## config.mk

```make
export PLATFORM = sky130hd
export DESIGN_NAME = m_clk_gate_ctrl
export DESIGN_NICKNAME = d
export VERILOG_FILES = /design/src/rtl/m_clk_gate_pkg.sv /design/src/rtl/m_load_down_cnt.sv /design/src/rtl/m_clk_gate_ctrl.sv
export SDC_FILE = /design/constraint.sdc
export NUM_CORES = 1
export LEC_CHECK = 0
export CORE_AREA = 10 10 47 49
export DETAILED_ROUTE_END_ITERATION = 16
export DIE_AREA = 0 0 57 59
export GPL_ROUTABILITY_DRIVEN = 0
export PLACE_DENSITY_LB_ADDON = 0.2
export SYNTH_ARGS = -nofsm -noshare
export SYNTH_HDL_FRONTEND = slang
export SYNTH_HIERARCHICAL = 1
export SYNTH_SLANG_ARGS = --single-unit
```

## constraint.sdc

```tcl
create_clock -name clk -period 2.46 [get_ports clk]
set_input_delay 0.246 -clock clk [delete_from_list [all_inputs] [get_ports clk]]
set_output_delay 0.246 -clock clk [all_outputs]
set_load 0.005 [all_outputs]
```

## src/rtl/m_clk_gate_pkg.sv

```systemverilog
// m_clk_gate_pkg: shared types and helpers for the gated-clock scheduler.
// Holds the FSM state encoding and the settle/idle counter sizing function.
package m_clk_gate_pkg;

  typedef enum logic [1:0] {
    OFF  = 2'd0,
    WAKE = 2'd1,
    ON   = 2'd2,
    HOLD = 2'd3
  } gate_state_e;

  function automatic int cnt_width(
    input int wake_cyc,
    input int idle_cyc
  );
    int m;
    m = 1;
    if (wake_cyc > m) m = wake_cyc;
    if (idle_cyc > m) m = idle_cyc;
    return (m > 1) ? $clog2(m) : 1;
  endfunction

endpackage

```

## src/rtl/m_load_down_cnt.sv

```systemverilog
// m_load_down_cnt: loadable down-counter with a zero flag.
// Load beats decrement; decrement stops at zero.
module m_load_down_cnt
  import m_clk_gate_pkg::*;
#(
  parameter int W = 2
) (
  input  logic         clk,
  input  logic         rst,
  input  logic         load,
  input  logic [W-1:0] load_val,
  input  logic         dec,
  output logic [W-1:0] cnt,
  output logic         zero
);

  assign zero = (cnt == '0);

  always_ff @(posedge clk) begin
    if (rst) begin
      cnt <= '0;
    end else if (load) begin
      cnt <= load_val;
    end else if (dec && !zero) begin
      cnt <= cnt - 1'b1;
    end
  end

endmodule

```

## src/rtl/m_clk_gate_ctrl.sv

```systemverilog
// m_clk_gate_ctrl: wake-settle / idle-hysteresis scheduler for one gated domain.
// Optional gated-cycle statistics counter under CLK_GATE_STATS_EN.
module m_clk_gate_ctrl
  import m_clk_gate_pkg::*;
#(
  parameter int N_REQ    = 4,
  parameter int WAKE_CYC = 2,
  parameter int IDLE_CYC = 8,
  parameter int CNT_W    = 16
) (
  input  logic             clk,
  input  logic             rst,
  input  logic [N_REQ-1:0] req,
  input  logic             force_on,
  output logic [N_REQ-1:0] ack,
  output logic             clk_en,
  output logic             busy
`ifdef CLK_GATE_STATS_EN
  ,
  output logic [CNT_W-1:0] gated_cnt
`endif
);

  localparam int CW = cnt_width(WAKE_CYC, IDLE_CYC);
  localparam logic [CW-1:0] W_INIT = CW'(WAKE_CYC - 1);
  localparam logic [CW-1:0] I_INIT =
    CW'((IDLE_CYC > 0) ? IDLE_CYC - 1 : 0);

  gate_state_e state_q, state_d;
  logic        en_q;
  logic        demand;
  logic        w_load, w_dec, w_zero;
  logic        i_load, i_dec, i_zero;
  logic [CW-1:0] wcnt, icnt;

  if (N_REQ < 1 || WAKE_CYC < 1 || IDLE_CYC < 0 || CNT_W < 1)
  begin : g_cfg_invalid
  end

  assign demand = (|req) | force_on;

  m_load_down_cnt #(.W(CW)) u_wcnt (
    .clk      (clk),
    .rst      (rst),
    .load     (w_load),
    .load_val (W_INIT),
    .dec      (w_dec),
    .cnt      (wcnt),
    .zero     (w_zero)
  );

  m_load_down_cnt #(.W(CW)) u_icnt (
    .clk      (clk),
    .rst      (rst),
    .load     (i_load),
    .load_val (I_INIT),
    .dec      (i_dec),
    .cnt      (icnt),
    .zero     (i_zero)
  );

  always_comb begin
    state_d = state_q;
    w_load  = 1'b0;
    w_dec   = 1'b0;
    i_load  = 1'b0;
    i_dec   = 1'b0;
    unique case (state_q)
      OFF: begin
        if (demand) begin
          state_d = WAKE;
          w_load  = 1'b1;
        end
      end
      WAKE: begin
        // settle always completes, even if demand went away
        if (w_zero) state_d = ON;
        else        w_dec   = 1'b1;
      end
      ON: begin
        if (!demand) begin
          if (IDLE_CYC == 0) begin
            state_d = OFF;
          end else begin
            state_d = HOLD;
            i_load  = 1'b1;
          end
        end
      end
      HOLD: begin
        if (demand)      state_d = ON;
        else if (i_zero) state_d = OFF;
        else             i_dec   = 1'b1;
      end
      default: state_d = OFF;
    endcase
  end

  // dedicated enable flop so the gate cell never sees a decode glitch
  always_ff @(posedge clk) begin
    if (rst) begin
      state_q <= OFF;
      en_q    <= 1'b0;
    end else begin
      state_q <= state_d;
      en_q    <= (state_d != OFF);
    end
  end

  assign clk_en = en_q;
  assign busy   = en_q;
  assign ack    = req & {N_REQ{state_q == ON}};

`ifdef CLK_GATE_STATS_EN
  always_ff @(posedge clk) begin
    if (rst) begin
      gated_cnt <= '0;
    end else if (!en_q && (gated_cnt != '1)) begin
      gated_cnt <= gated_cnt + 1'b1;
    end
  end
`endif

endmodule

```

==> results.cfg <==
[worst_setup_path]
critPathArrivalTime_ps = 2170
reg2reg_setup_slack_ps = 470
slowest_stage = nor4_1
critical_path_required_ps = 2650
crit_path_max_incr_delay_ps = 490
path_cells = inv_1 > ha_1 > ha_1 > nor4_1 > nand2b_4 > or3_1 > a31oi_1
r2r_cells = 7
crit_fanout = 5
r2r-start = u_icnt/cnt[0]$_SDFFE_PP0P_
worstSetupStartpointType = register
crit_top_cell = ha_1
path_class = register to register
reg2reg_to = u_icnt/cnt[1]$_SDFFE_PP0P_
worst_setup_path_end_kind = register

[die]
num_rows = 14
ioPinCount = 13
die_area_um2 = 3360
initial_core_util_pct = 43.4
dieHeight_um = 59
die_x_um = 57
core_um2 = 1400

[logic_synthesis]
synth.distinct_cells = 27
synth.largest_area_cell = dfxtp_1
netlist_instances = 74
yosysMostFrequentCell = dfxtp_1
synth-edff-count = 0
async_flop_share_pct = 0
syn_area_um2 = 608
ys_warn_count = 6
synth_commonest_cells = dfxtp_1 (9), inv_1 (8), nand2_1 (7)
ys_ff_latch = 9
yosys-top-cells-area = dfxtp_1 (30%), ha_1 (8.2%), nand3b_1 (6.2%), inv_1 (4.9%), nand2b_4 (4.5%)
synth_seq_area_share_pct = 29.6
postSynthAreaPerCell_um2 = 8.22
synth-main-ff-cell = dfxtp_1
synth_top_area_share_pct = 29.6

[detailed_routing]
wl_um = 1180
ant_nets = 0
drt_iter0_drc = 10
drtPass1Iterations = 4
num_vias = 526
viasPerCell = 4.87
wire_per_inst_um = 10.9
drc = 0

[placement]
place_worst_setup_slack_ps = 207
dp.cells = 104
port_buffers = 12
hpwl_um = 962

[grt]
grt_pass1_wl_um = 2110
grt_antenna_before_repair = 0
grt_max_degree = 10
grt_usage_pct = 7.84
grt-ovfl-total = 0
grt_pass1_vias = 489

[timing]
slew_headroom_pct = 67.0
max_freq_mhz = 504
fin_setup_tns_ps = 0
finalSetupViolCount = 0
worst_slack_ps = 474
hold_viol = 0
skew_ps = 5.52
hold_ws_ps = 512
worst_pin_slew_ps = 490
period_needed_ps = 1990
rsz0062_at_grt = false
slew_viol_final = 0
fin_crit_sh_pct = 80.7

[run]
cap_violations = 0

[cts]
clock-sinks = 9
postCtsSetupRepairBufs = 0
cts-root-buf = clkbuf_4
numCtsBuffers = 3
htree_levels = 1
cts_max_path_buffers = 2
post_cts_resize_count = 0
clk_latency_ps = 260
clk_pin_slew_ps = 60
cts_tree = yes
cts_hold_buf = 0

[finish]
fin_nets = 104
utilization_pct = 55.0
insertedDiodeCount = 0
stdcell_count = 108
layout-drive-gt1-share_pct = 10.9
synthToLayoutAreaGrowth_pct = 26.7
fillCellCount = 135

[power_and_ir_drop]
vdd_drop_max_v = 0.000288
power_density_nw_per_um2 = 636
p_leak_uw = 0.000311

[status]
status = completed

[worst_hold_path]
holdPathEnd = u_icnt/cnt[1]$_SDFFE_PP0P_
min-delay-start = u_icnt/cnt[1]$_SDFFE_PP0P_
hold_class = register to register
holdPathStages = 2
-- power by group --
part | internal, µW | leakage (µW) | total, µW | switching, µW
Sequential | 169 | 0.0000741 | 194 | 25.2
Combinational | 101 | 0.000222 | 181 | 80.2
Clock | 62.5 | 0.0000150 | 115 | 52.2
Total | 332 | 0.000311 | 490 | 158
-- how the worst max path moves through the flow --
| stage | start | cells after the start | slack, ps | endpoint |
|---|---|---|---|---|
| 2_1_floorplan | u_icnt/cnt[0]$_SDFFE_PP0P_ | 7 | 630 | u_icnt/cnt[1]$_SDFFE_PP0P_ |
| 6_report | u_icnt/cnt[0]$_SDFFE_PP0P_ | 7 | 470 | u_icnt/cnt[1]$_SDFFE_PP0P_ |
| 3_5_place_dp | req[3] | 6 | 210 | u_icnt/cnt[1]$_SDFFE_PP0P_ |
| 5_1_grt | u_icnt/cnt[0]$_SDFFE_PP0P_ | 7 | 310 | u_icnt/cnt[1]$_SDFFE_PP0P_ |
| 3_3_place_gp | req[3] | 6 | 260 | u_icnt/cnt[1]$_SDFFE_PP0P_ |
| 4_1_cts | u_icnt/cnt[0]$_SDFFE_PP0P_ | 7 | 460 | u_icnt/cnt[1]$_SDFFE_PP0P_ |
-- sequential cells by signal (all words and copies together) (netlist names) --
name	flops
u_icnt/cnt	3
state_q	2
u_wcnt/cnt	3
busy	1
-- metal layers --
layer | GRT usage (%) | part of all wire, %
met4 | 6.04 | 1.2
met3 | 2.36 | 4.8
met2 | 12.6 | 49
met5 | 0 | 0
met1 | 8.48 | 45
-- per-stage QoR --
step,area [µm²],power [µW]
2_1_floorplan,623,334
3_3_place_gp,744,377
3_5_place_dp,744,379
4_1_cts,771,499
5_1_grt,771,537
6_report,771,490
-- area by class of cell --
type / instances / area [µm²] / share of cell area [%]
Clock buffer: 4 / 26.3 / 3.41
Inverter: 8 / 30.0 / 3.90
Multi-Input combinational cell: 59 / 394 / 51.1
Sequential cell: 9 / 180 / 23.4
Tap cell: 16 / 20.0 / 2.60
Timing Repair Buffer: 12 / 120 / 15.6
-- logic make-up after synthesis --
family / Yosys count / synth area share [%]
buffers and inverters: 10 / 8.03
muxes: 1 / 1.85
AOI/OAI and AO/OA: 14 / 14.4
adders and majority gates: 4 / 8.23
xor gates and xnor gates: 2 / 2.88
DFF: 9 / 29.6
other: 2 / 1.24
and+or+nand+nor: 32 / 33.7
-- cell usage in the layout, fill, tap and decap left out, types with 3 or more instances in the layout --
cell type,n
ha_1,4
a21oi_1,5
a31oi_1,4
nand3b_1,5
inv_1,8
and2_1,4
clkbuf_4,3
dfxtp_1,9
or3_1,4
clkdlybuf4s50_1,12
nand2_1,7
conb_1,6
-- critical path, delay by kind of cell (launching register included) --
family,cells,cell delay [ps]
flops,1,340
buf+inv,1,50
compound gates,1,160
fa+ha+maj,2,420
simple gates,3,940
(Power assumes the default switching activity.)
